`src/rtl/dmi_cmd_sequencer.sv`:
```
// DMI command sequencer: FIFO-fed debug-transport master that issues one request at a
// time, retries busy responses with backoff, times out, and reports a terminal exit code.
module dmi_cmd_sequencer #(
  parameter int ADDR_BITS      = 7,
  parameter int DATA_BITS      = 32,
  parameter int CMD_DEPTH      = 4,
  parameter int MAX_RETRIES    = 8,
  parameter int BACKOFF_CYCLES = 4,
  parameter int TIMEOUT_CYCLES = 1024
) (
  input  logic                 clk,
  input  logic                 reset,
  input  logic                 cmd_valid,
  output logic                 cmd_ready,
  input  logic [ADDR_BITS-1:0] cmd_addr,
  input  logic [1:0]           cmd_op,
  input  logic [DATA_BITS-1:0] cmd_data,
  input  logic                 cmd_last,
  output logic                 debug_req_valid,
  input  logic                 debug_req_ready,
  output logic [ADDR_BITS-1:0] debug_req_bits_addr,
  output logic [1:0]           debug_req_bits_op,
  output logic [DATA_BITS-1:0] debug_req_bits_data,
  input  logic                 debug_resp_valid,
  output logic                 debug_resp_ready,
  input  logic [1:0]           debug_resp_bits_resp,
  input  logic [DATA_BITS-1:0] debug_resp_bits_data,
  output logic                 rdata_valid,
  output logic [ADDR_BITS-1:0] rdata_addr,
  output logic [DATA_BITS-1:0] rdata,
  output logic                 busy,
  output logic [31:0]          exit
);

  localparam int PW = $clog2(CMD_DEPTH);
  localparam int CW = PW + 1;
  localparam int RW = $clog2(MAX_RETRIES + 1);
  localparam int BW = $clog2(BACKOFF_CYCLES + 1);
  localparam int TW = $clog2(TIMEOUT_CYCLES + 1);

  localparam logic [CW-1:0] DEPTH_C = CW'(CMD_DEPTH);
  localparam logic [RW-1:0] RTY_LIM = RW'(MAX_RETRIES);
  localparam logic [BW-1:0] BO_LAST = BW'(BACKOFF_CYCLES - 1);
  localparam logic [TW-1:0] TMO_LIM = TW'(TIMEOUT_CYCLES);

  localparam logic [1:0]  OP_RD      = 2'd1;
  localparam logic [1:0]  OP_RSV     = 2'd3;
  localparam logic [31:0] EXIT_PASS  = 32'd1;
  localparam logic [31:0] EXIT_DMERR = 32'd3;
  localparam logic [31:0] EXIT_RETRY = 32'd5;
  localparam logic [31:0] EXIT_TMO   = 32'd7;
  localparam logic [31:0] EXIT_ILL   = 32'd9;

  typedef enum logic [2:0] {S_IDLE, S_REQ, S_RESP, S_BACKOFF, S_DONE, S_FAIL} state_e;

  typedef struct packed {
    logic [ADDR_BITS-1:0] addr;
    logic [1:0]           op;
    logic [DATA_BITS-1:0] data;
    logic                 last;
  } cmd_t;

  cmd_t mem_q [CMD_DEPTH];
  cmd_t cmd_in, cur_q, cur_d;
  state_e state_q, state_d;
  logic [PW-1:0] wr_ptr_q, wr_ptr_d, rd_ptr_q, rd_ptr_d;
  logic [CW-1:0] count_q, count_d;
  logic [RW-1:0] retry_q, retry_d;
  logic [BW-1:0] bo_q, bo_d;
  logic [TW-1:0] tmo_q, tmo_d, tmo_nxt;
  logic [31:0] exit_q, exit_d;
  logic req_valid_q, req_valid_d, resp_ready_q, resp_ready_d;
  logic rdata_valid_q, rdata_valid_d, cmd_ready_q, cmd_ready_d, busy_q, busy_d;
  logic [ADDR_BITS-1:0] rdata_addr_q, rdata_addr_d;
  logic [DATA_BITS-1:0] rdata_q, rdata_d;
  logic push, pop, tmo_run, tmo_hit, term_d;

  assign cmd_in = '{addr: cmd_addr, op: cmd_op, data: cmd_data, last: cmd_last};

  always_comb begin
    state_d       = state_q;
    cur_d         = cur_q;
    retry_d       = retry_q;
    bo_d          = bo_q;
    exit_d        = exit_q;
    req_valid_d   = req_valid_q;
    resp_ready_d  = resp_ready_q;
    rdata_valid_d = 1'b0;
    rdata_d       = rdata_q;
    rdata_addr_d  = rdata_addr_q;
    push          = cmd_valid && cmd_ready_q;
    pop           = 1'b0;
    // The timer only runs while a request is actually visible or a response is awaited.
    tmo_run       = (state_q == S_REQ && req_valid_q) || (state_q == S_RESP);
    tmo_nxt       = tmo_q + TW'(1);
    tmo_hit       = tmo_run && (tmo_nxt == TMO_LIM);
    tmo_d         = tmo_run ? tmo_nxt : tmo_q;
    case (state_q)
      S_IDLE: if (count_q != '0) begin
        pop     = 1'b1;
        cur_d   = mem_q[rd_ptr_q];
        retry_d = '0;
        tmo_d   = '0;
        if (mem_q[rd_ptr_q].op == OP_RSV) begin
          state_d = S_FAIL;
          exit_d  = EXIT_ILL;
        end else begin
          state_d = S_REQ;
        end
      end
      S_REQ: begin
        if (req_valid_q && debug_req_ready) begin
          state_d      = S_RESP;
          req_valid_d  = 1'b0;
          resp_ready_d = 1'b1;
        end else if (tmo_hit) begin
          state_d     = S_FAIL;
          req_valid_d = 1'b0;
          exit_d      = EXIT_TMO;
        end else begin
          req_valid_d = 1'b1;
        end
      end
      S_RESP: begin
        if (debug_resp_valid && resp_ready_q) begin
          resp_ready_d = 1'b0;
          case (debug_resp_bits_resp)
            2'd0: begin
              if (cur_q.op == OP_RD) begin
                rdata_valid_d = 1'b1;
                rdata_d       = debug_resp_bits_data;
                rdata_addr_d  = cur_q.addr;
              end
              if (cur_q.last) begin
                state_d = S_DONE;
                exit_d  = EXIT_PASS;
              end else begin
                state_d = S_IDLE;
              end
            end
            2'd3: begin
              retry_d = retry_q + RW'(1);
              if (retry_d == RTY_LIM) begin
                state_d = S_FAIL;
                exit_d  = EXIT_RETRY;
              end else begin
                state_d = S_BACKOFF;
                bo_d    = '0;
              end
            end
            default: begin
              state_d = S_FAIL;
              exit_d  = EXIT_DMERR;
            end
          endcase
        end else if (tmo_hit) begin
          state_d      = S_FAIL;
          resp_ready_d = 1'b0;
          exit_d       = EXIT_TMO;
        end
      end
      S_BACKOFF: begin
        bo_d = bo_q + BW'(1);
        if (bo_q == BO_LAST) begin
          state_d = S_REQ;
          bo_d    = '0;
          tmo_d   = '0;
        end
      end
      default: ;
    endcase
    wr_ptr_d = wr_ptr_q + PW'(push);
    rd_ptr_d = rd_ptr_q + PW'(pop);
    count_d  = count_q + CW'(push) - CW'(pop);
    // Ready and busy are registered from next-state values so they track the FIFO exactly.
    term_d      = (state_d == S_DONE) || (state_d == S_FAIL);
    cmd_ready_d = (count_d != DEPTH_C) && !term_d;
    busy_d      = !term_d && ((count_d != '0) || (state_d != S_IDLE));
  end

  always_ff @(posedge clk or negedge reset) begin
    if (!reset) begin
      for (int i = 0; i < CMD_DEPTH; i++) mem_q[i] <= '0;
      state_q       <= S_IDLE;
      cur_q         <= '0;
      wr_ptr_q      <= '0;
      rd_ptr_q      <= '0;
      count_q       <= '0;
      retry_q       <= '0;
      bo_q          <= '0;
      tmo_q         <= '0;
      exit_q        <= '0;
      req_valid_q   <= 1'b0;
      resp_ready_q  <= 1'b0;
      rdata_valid_q <= 1'b0;
      rdata_q       <= '0;
      rdata_addr_q  <= '0;
      cmd_ready_q   <= 1'b0;
      busy_q        <= 1'b0;
    end else begin
      if (push) mem_q[wr_ptr_q] <= cmd_in;
      state_q       <= state_d;
      cur_q         <= cur_d;
      wr_ptr_q      <= wr_ptr_d;
      rd_ptr_q      <= rd_ptr_d;
      count_q       <= count_d;
      retry_q       <= retry_d;
      bo_q          <= bo_d;
      tmo_q         <= tmo_d;
      exit_q        <= exit_d;
      req_valid_q   <= req_valid_d;
      resp_ready_q  <= resp_ready_d;
      rdata_valid_q <= rdata_valid_d;
      rdata_q       <= rdata_d;
      rdata_addr_q  <= rdata_addr_d;
      cmd_ready_q   <= cmd_ready_d;
      busy_q        <= busy_d;
    end
  end

  assign cmd_ready           = cmd_ready_q;
  assign debug_req_valid     = req_valid_q;
  assign debug_req_bits_addr = cur_q.addr;
  assign debug_req_bits_op   = cur_q.op;
  assign debug_req_bits_data = cur_q.data;
  assign debug_resp_ready    = resp_ready_q;
  assign rdata_valid         = rdata_valid_q;
  assign rdata_addr          = rdata_addr_q;
  assign rdata               = rdata_q;
  assign busy                = busy_q;
  assign exit                = exit_q;

endmodule

```
`config.mk`:
```
export PLATFORM = sky130hd
export DESIGN_NAME = dmi_cmd_sequencer
export DESIGN_NICKNAME = d
export VERILOG_FILES = /design/src/rtl/dmi_cmd_sequencer.sv
export SDC_FILE = /design/constraint.sdc
export NUM_CORES = 1
export LEC_CHECK = 0
export BUFFER_PORTS_ARGS = -buffer_cell sky130_fd_sc_hd__clkbuf_2
export CAP_MARGIN = 25
export CELL_PAD_IN_SITES_DETAIL_PLACEMENT = 1
export CELL_PAD_IN_SITES_GLOBAL_PLACEMENT = 2
export CORE_ASPECT_RATIO = 0.75
export CORE_MARGIN = 2
export CORE_UTILIZATION = 39
export CTS_BUF_LIST = sky130_fd_sc_hd__clkbuf_16
export DETAILED_ROUTE_END_ITERATION = 10
export PLACE_DENSITY_LB_ADDON = 0.2
export SYNTH_ARGS = -nofsm -noshare
export SYNTH_HDL_FRONTEND = slang
export SYNTH_SLANG_ARGS = --single-unit
export TNS_END_PERCENT = 20
```
`constraint.sdc`:
```
create_clock -name clk -period 3.9 [get_ports clk]
set_clock_uncertainty 0.05 [all_clocks]
set_input_delay 0.195 -clock clk [delete_from_list [all_inputs] [get_ports clk]]
set_output_delay 0.195 -clock clk [all_outputs]
set_load 0.005 [all_outputs]
```
==> results of run 1 <==
-- final cells by class --
cell class	instances	area (sq um)
sequential	314	7860
clock buffer	37	926
inverter	13	48.8
tap	457	572
fill	3583	17900
clock inverter	20	108
timing repair buffer	290	1920
multi-input combinational	597	5210
antenna	2	5.00
-- worst max-delay path, delay by kind of cell (launching register included) --
family	cells	cell delay (ps)
DFF	1	410
adders and majority gates	3	800
and+or+nand+nor	3	730
xor gates and xnor gates	2	340
AOI/OAI and AO/OA	2	250
buffers and inverters	3	150
-- power by group through the flow --
stage | Combinational [W] | Sequential [W] | Clock, W
global placement | 0.00194 | 0.00465 | 0
floorplan | 0.00159 | 0.00452 | 0
finish | 0.00204 | 0.00464 | 0.00304
CTS | 0.00209 | 0.00464 | 0.00316
global route | 0.00223 | 0.00476 | 0.00329
detailed placement | 0.00201 | 0.00469 | 0
-- logic make-up (layout without fill, tap and decap cells) --
kind of cell	after synthesis	count (layout)	share of synthesized area
other	0	2	0
and+or+nand+nor	264	264	0.0873
DFF	314	314	0.577
adders and majority gates	13	13	0.0125
AOI/OAI and AO/OA	51	51	0.0269
muxes	253	253	0.244
buffers and inverters	109	360	0.0426
xor gates and xnor gates	16	16	0.0103
-- final timing paths --
path,start,endpoint,slack (ps),cells after the start
worst max register to register,count_q[1],busy,1020,13
worst max-delay path,count_q[1],busy,1020,13
worst min-delay path,cmd_valid,wr_ptr_q[0],160,4
worst min register to register,debug_req_bits_data[8],debug_req_bits_data[8],420,2
max in group asynchronous,reset,mem_q[100],2400,3
min in group asynchronous,reset,exit[4],240,2
-- state kept, by name (all words and copies together), names as in the netlist --
name,cells
mem_q,168
debug_req_bits_data,32
exit,32
rdata,32
tmo_q,11
debug_req_bits_addr,7
rdata_addr,7
retry_q,4
bo_q,3
count_q,3
state_q,3
debug_req_bits_op,2
rd_ptr_q,2
wr_ptr_q,2
busy,1
cmd_ready,1
cur_q,1
debug_req_valid,1
debug_resp_ready,1
rdata_valid,1
-- through the flow --
step                       util  cells  hold WS, ps  total power (W)  setup slack (ps)
after floorplan               -   1020         -151          0.00611              1000
after CTS                 0.482   1728          147          0.00989              1010
after global routing      0.482   1730          186           0.0103               811
after detailed placement  0.430   1595          227          0.00670              1030
after global placement    0.430   1595          231          0.00659              1180
final                     0.482   1730          164          0.00972              1020
-- routing by layer --
metal  global-route usage  wire length [um]
met3               0.0332              1430
met5                    0                 0
met1                0.256             15500
met2                0.292             15100
met4               0.0414               536
-- placed cells by master (no fill, tap or decap), types with 3 or more instances in the layout --
master	n
nand3_1	7
xnor2_1	7
xor2_1	9
dfrtp_1	312
clkinv_1	8
nand2b_1	3
buf_4	14
nor2_1	28
clkbuf_16	37
ha_1	12
mux4_2	42
a31oi_1	4
inv_1	20
nand2_1	154
nor2b_1	35
clkbuf_2	196
dlygate4sd3_1	76
nand4_1	8
and3_1	3
nor3_1	6
buf_12	3
and3b_1	3
mux2_2	209
a21oi_1	11
o21ai_0	11
a21boi_0	3
==> impl_metrics.toml, run 1 <==
[die]
die_h_um = 166
die_area_sq_um = 36500
io-pin-count = 198
rows = 59
initial_core_util = 0.394
die_width_um = 220
coreArea_sq_um = 34500

[placement]
dpl_cell_area_sq_um = 14900
post-dp-hpwl_um = 20300
port_buffers = 197
place.gp.congestion = 0.739

[routing]
ant_nets = 0
dr.pass1.iters = 4
totalWireLength_um = 32500
drtIter0Drc = 417
via_per_inst = 5.01
vias = 8669
drc_errors = 0
wire_per_inst_um = 18.8

[yosys]
yosys_warnings = 0
seq_area_frac_synth = 0.577
syn_avg_cell_area_sq_um = 13.4
yosysTopAreaCell = "dfrtp_1"
synthTopCellsByArea = "dfrtp_1 58%, mux2_2 17%, mux4_2 6.9%"
synth_seq_cells = 314
synth-edff-count = 0
async_reset_ff_frac = 1.00
yosysMostFrequentCell = "dfrtp_1"
synth_top_area_share = 0.577
synth_nets = 1114
synth_area_sq_um = 13600
synthFlopType = "dfrtp_1"
synth_cells = 1020
ys_types = 54
ys_top_cells_by_count = "314 x dfrtp_1, 209 x mux2_2, 156 x nand2_1"

[pwr]
power.leakage_nw = 7.93
power.share.switching = 0.253
power.density_nw_per_um2 = 584
switching_power_w = 0.00246
clockPowerShare = 0.313
sequentialPowerShare = 0.478
peakVddDrop_uv = 305
p_comb_frac = 0.210
p_int_w = 0.00726

[final_layout]
areaGrowthSynthToFinish_pct = 22.2
drive_above_1_share = 0.408
final_area_sq_um = 16700
nets = 1345

[critical_path]
crit_type = "flop to flop"
cp_data_required_time_ps = 4230
crit_fanout = 3
cp-end-kind = "flop"
arrival_ps = 3200
cpPeakStageDelay_ps = 440
slowest_stage = "or3_1"
startpoint_type = "flop"
critical_path.cell_chain = "or3_1 -> nand2_2 -> inv_2 -> ha_1 -> inv_1 -> ha_1 -> inv_1 -> fa_1 -> xnor2_1 -> xnor2_1 -> nor3_1 -> o211a_1 -> o21ai_0"

[timing]
period_needed_ps = 2880
setup_viol = 0
rsz0062_at_grt = "no"
hold_viol = 0
tns_ps = 0
slew_headroom = 0.380
timing.final.crit_share = 0.738
clock.fmax_mhz = 348
slew_violations = 0
worst_pin_slew_ps = 927

[hold_path]
min_path_type = "input port to flop"

[clocking]
cts_setup_buffers = 0
root_buffer = "clkbuf_16"
clock_latency_ps = 520
cts.htree.levels = 2
cts_buffer_depth = 3
clkSinkCount = 314
cts_tree = "done"
cts_resized = 0
cts_buffers = 35
clkTransAtPathRegs_ps = 60
holdBufCountCts = 76

[grt]
grt.overflow.total = 0
antenna_found_initial = 2
grt_max_degree = 94
grt.total_usage = 0.181
grt_pass1_vias = 9328
grt_pass1_wl_um = 52500

[run_status]
outcome = "complete, no violations"

[flow_run]
max_cap_viol_count = 0
No activity file was read; power rests on OpenSTA's default activity.
==> run 2, diff against run 1 <==
- clock period: 3.9 -> 2.79 ns (I/O delays scaled with it)
==> run 2 against run 1 <==
Largest cell class unchanged; hold slack got worse by 40 ps; global-route usage up 0.18 points; routed wire length about the same; final cell count rose by 0.81%; non-clock buffer count grew 10; critical path type unchanged; highest routed layer unchanged; total power rose by 44%.
==> impl_metrics.toml, run 2 (synthesized netlist as in run 1, its figures left out) <==
[run_status]
outcome = "complete, no violations"

[final_layout]
layout_commonest_cell = "dfrtp_1"
mostFrequentLayoutCells = "311 x dfrtp_1, 209 x mux2_2, 196 x clkbuf_2"
fillers = 3577
areaGrowthSynthToFinish_pct = 24.4
utilization = 0.491
drive_above_1_share = 0.424
regMostFlops = "mem_q"
nets = 1355
largest_reg_flops = 168

[pwr]
power_w = 0.0141
power.share.switching = 0.257
sequentialPowerShare = 0.463
power.density_nw_per_um2 = 829
peakVddDrop_uv = 584
power.leakage_nw = 8.04
switching_power_w = 0.00362
p_comb_frac = 0.215
clockPowerShare = 0.322
p_int_w = 0.0104

[timing]
timing.final.crit_share = 0.967
period_needed_ps = 2700
clock.fmax_mhz = 371
tns_ps = 0
slew_headroom = 0.477
setup_viol = 0
hold_viol = 0
rsz0062_at_grt = "yes"
slew_violations = 0
worst_pin_slew_ps = 785

[critical_path]
crit_fanout = 3
cp_data_required_time_ps = 3120
r2r_slack_ps = 90
arrival_ps = 3030
cp-end-kind = "flop"
startpoint_type = "flop"
crit_type = "flop to flop"

[grt]
grt_pass1_vias = 9610
antenna_found_initial = 1
grt_pass1_wl_um = 53500
grt.total_usage = 0.183
grt_busiest_layer = "met2"
grt.overflow.total = 0
grt_max_degree = 77
met1_usage = 0.256
gr-usage-met2 = 0.295
grt_use_met3 = 0.0341

[clocking]
clkSinkCount = 314
cts.htree.levels = 2
clock_latency_ps = 530
clkTransAtPathRegs_ps = 60
cts_buffers = 35
root_buffer = "clkbuf_16"
cts_tree = "done"
cts_buffer_depth = 3

[die]
initial_core_util = 0.394
coreArea_sq_um = 34500
rows = 59
die_h_um = 166
die_area_sq_um = 36500
die_width_um = 220
io-pin-count = 198

[hold_path]
min_path_type = "input port to flop"

[placement]
place.gp.congestion = 0.731
post-dp-hpwl_um = 20600
port_buffers = 197

[routing]
via_per_inst = 5.05
totalWireLength_um = 32500
ant_nets = 0
dr.pass1.iters = 4
drtIter0Drc = 415
wire_per_inst_um = 18.7
drc_errors = 0
vias = 8799

[flow_run]
max_cap_viol_count = 0
==> run 2: cell count changes in the layout (fill, tap and decap cells not counted), sizes merged <==
cell,delta
inv,-4
clkbuf,-1
clkinv,+8
buf,+10
bufinv,+2
diode,-1
==> run 2: layer usage <==
metal / up-vias / part of all wire
met5: - / 0
met4: 0 / 0.017
met3: 47 / 0.046
met2: 167 / 0.47
met1: 4576 / 0.47
li1: 4009 / -
==> run 2: timing repair <==
item,CTS,global route
resized for setup,4,10
hold buffers,76,0
endpoints found under the hold margin,274,0
setup endpoints to repair,1,13
buffers inserted,1,0
pin swaps,2,7
==> run 2: worst paths after layout <==
| check | start | endpoint | cells past startpoint |
|---|---|---|---|
| setup / recovery | count_q[0] | busy | 13 |
| hold / removal | debug_resp_bits_resp[1] | exit[2] | 5 |
| setup reg to reg | count_q[0] | busy | 13 |
| hold reg to reg | debug_req_bits_data[10] | debug_req_bits_data[10] | 2 |
| max in group asynchronous | reset | retry_q[2] | 3 |
| min in group asynchronous | reset | exit[22] | 2 |
==> run 2: through the flow <==
stage	instances	cell area, sq um	hold WS, ps	setup slack [ps]
2_1_floorplan	1020	13600	-206	13.6
3_3_place_gp	1604	15000	115	136
3_5_place_dp	1604	15000	124	-97.2
4_1_cts	1743	16900	96.4	2.66
5_1_grt	1744	16900	174	-26.5
6_report	1744	16900	124	91.9
==> run 2: layout make-up <==
class	instances	area (sq um)	share of cell area
Tap cell	457	572	0.0337
Timing Repair Buffer	300	2070	0.122
Clock inverter	26	220	0.0130
Clock buffer	36	901	0.0532
Multi-Input combinational cell	597	5260	0.311
Sequential cell	314	7860	0.464
Inverter	13	53.8	0.00317
Antenna cell	1	2.50	0.000148
==> run 2: power by group through the flow <==
| stage | logic (W) | clock network (W) | registers (W) |
|---|---|---|---|
| after floorplan | 0.00222 | 0 | 0.00632 |
| after global placement | 0.00276 | 0 | 0.00650 |
| after detailed placement | 0.00288 | 0 | 0.00657 |
| after CTS | 0.00305 | 0.00469 | 0.00650 |
| after global routing | 0.00329 | 0.00487 | 0.00667 |
| final | 0.00302 | 0.00453 | 0.00651 |
==> run 2: worst max-delay path, stage by stage (launching register included) <==
cell,delay [ps]
dfrtp_1,410
or3_4,430
nand2_4,90
inv_4,40
ha_4,210
inv_4,50
ha_4,110
inv_2,30
fa_2,400
xnor2_2,170
xnor2_2,150
nor3_2,160
o211a_1,180
o21ai_1,50
==> run 3, diff against run 2 <==
- PLACE_DENSITY: default -> 0.77
- PLACE_DENSITY_LB_ADDON: 0.2 -> default
- SLEW_MARGIN: default -> 20
==> run 3 against run 2 <==
Non-clock buffer count is 3 higher; highest routed layer unchanged; register-to-register slack hardly changed; core utilization is 0.41 points lower; cell area is 0.84% lower; critical path depth stayed put; fmax hardly changed; final cell count stayed put; via count is 0.93% lower.
==> impl_metrics.toml, run 3 (synthesized netlist as in run 1, its figures left out) <==
[timing]
rsz0062_at_grt = "yes"
worst_pin_slew_ps = 639
slew_headroom = 0.574
slew_violations = 0
hold_viol = 0
timing.final.crit_share = 0.967
setup_viol = 0
clock.fmax_mhz = 371
period_needed_ps = 2700

[grt]
met1_usage = 0.259
grt_pass1_wl_um = 53300
grt_use_met3 = 0.0344
gr-usage-met2 = 0.296
grt_pass1_vias = 9597
grt.total_usage = 0.185
antenna_found_initial = 2
grt.overflow.total = 0
grt_busiest_layer = "met2"
grt_max_degree = 93

[pwr]
power.density_nw_per_um2 = 807
power.share.switching = 0.260
clockPowerShare = 0.300
sequentialPowerShare = 0.480
p_comb_frac = 0.219
power_w = 0.0136
peakVddDrop_uv = 355
p_int_w = 0.0100
power.leakage_nw = 8.02
switching_power_w = 0.00352

[routing]
via_per_inst = 5.00
vias = 8717
drc_errors = 0
totalWireLength_um = 32600
ant_nets = 0
dr.pass1.iters = 4
wire_per_inst_um = 18.7
drtIter0Drc = 327

[final_layout]
regMostFlops = "mem_q"
final_cell_count_no_fill = 1744
areaGrowthSynthToFinish_pct = 23.4
largest_reg_flops = 168
fillers = 3593
nets = 1357
drive_above_1_share = 0.421
mostFrequentLayoutCells = "312 x dfrtp_1, 209 x mux2_2, 196 x clkbuf_2"
layout_commonest_cell = "dfrtp_1"

[placement]
post-dp-hpwl_um = 20400
port_buffers = 197
place.gp.congestion = 0.765
dp_cells = 1607

[die]
io-pin-count = 198
coreArea_sq_um = 34500
initial_core_util = 0.394
die_width_um = 220
die_h_um = 166
rows = 59
die_area_sq_um = 36500

[clocking]
clock_latency_ps = 530
cts_tree = "done"
cts.htree.levels = 2
root_buffer = "clkbuf_16"
clkTransAtPathRegs_ps = 70
cts_buffers = 34
clkSinkCount = 314
cts_buffer_depth = 3

[hold_path]
hold_depth = 5
min_path_type = "input port to flop"

[flow_run]
max_cap_viol_count = 0

[critical_path]
arrival_ps = 3040
crit_fanout = 3
startpoint_type = "flop"
cp-end-kind = "flop"
crit_type = "flop to flop"
cp_data_required_time_ps = 3140
rr_worst_depth = 13

[run_status]
outcome = "complete, no violations"
-- run 3: changes by cell type in the layout (fill, tap and decap cells not counted), moves of 2 or more --
cell | previous run | this run
bufinv_16 | 3 | 0
clkinv_1 | 11 | 4
diode_2 | 1 | 3
buf_4 | 18 | 24
inv_1 | 13 | 22
clkinv_8 | 2 | 0
buf_12 | 9 | 6
-- run 3: per-layer routing --
layer	part of all wire	vias to the layer above
met1	0.47	4495
li1	-	4006
met4	0.018	0
met3	0.048	43
met5	0	-
met2	0.47	173
-- run 3: worst max-delay path: stages, from the launching register on --
cell	delay (ps)
dfrtp_1	410
or3_4	420
nand2_4	80
inv_4	40
ha_4	200
inv_2	50
ha_4	130
inv_4	40
fa_2	400
xnor2_2	210
xnor2_2	120
nor3_2	210
o211a_1	170
o21ai_1	50
-- run 3: worst paths after layout --
check | from | endpoint | slack, ps
worst min-delay path | debug_resp_bits_resp[0] | exit[2] | 110
worst min register to register | debug_req_bits_data[28] | debug_req_bits_data[28] | 420
max in group asynchronous | reset | rd_ptr_q[0] | 1640
worst max-delay path | count_q[0] | busy | 90
min in group asynchronous | reset | exit[11] | 120
worst max register to register | count_q[0] | busy | 90
-- run 3: cell type report --
cell class	instances	area (sq um)	share of cell area
diodes	3	7.51	0.000447
repair buffers	303	2060	0.122
inverters	13	53.8	0.00320
well taps	457	572	0.0340
multi-input cells	597	5270	0.314
clock inverters	22	109	0.00648
flip-flops and latches	314	7860	0.468
clock buffers	35	876	0.0521
-- run 3: what timing repair did --
action                                  in CTS  in global routing
endpoints found under the setup margin       1                  1
pin swaps                                    0                  6
gates cloned                                 0                  0
resized for setup                            1                 12
endpoints found under the hold margin      267                  0
hold buffers                                76                  0
setup buffers                                0                  1
-- run 3: stage by stage --
stage	area, sq um	TNS (ps)	setup slack (ps)	hold slack (ps)	util
floorplan	13600	0	13.6	-206	-
global placement	15000	0	169	101	0.434
detailed placement	15000	-14.1	-14.1	95.3	0.434
CTS	16700	0	43.8	102	0.484
global route	16800	-17.6	-17.6	152	0.486
finish	16800	0	92.3	114	0.486
-- run 3: power by group through the flow --
stage	registers (W)	logic (W)	clock network, W
6_report	0.00652	0.00298	0.00407
5_1_grt	0.00669	0.00326	0.00441
4_1_cts	0.00652	0.00296	0.00422
3_5_place_dp	0.00657	0.00285	0
3_3_place_gp	0.00649	0.00272	0
2_1_floorplan	0.00632	0.00222	0
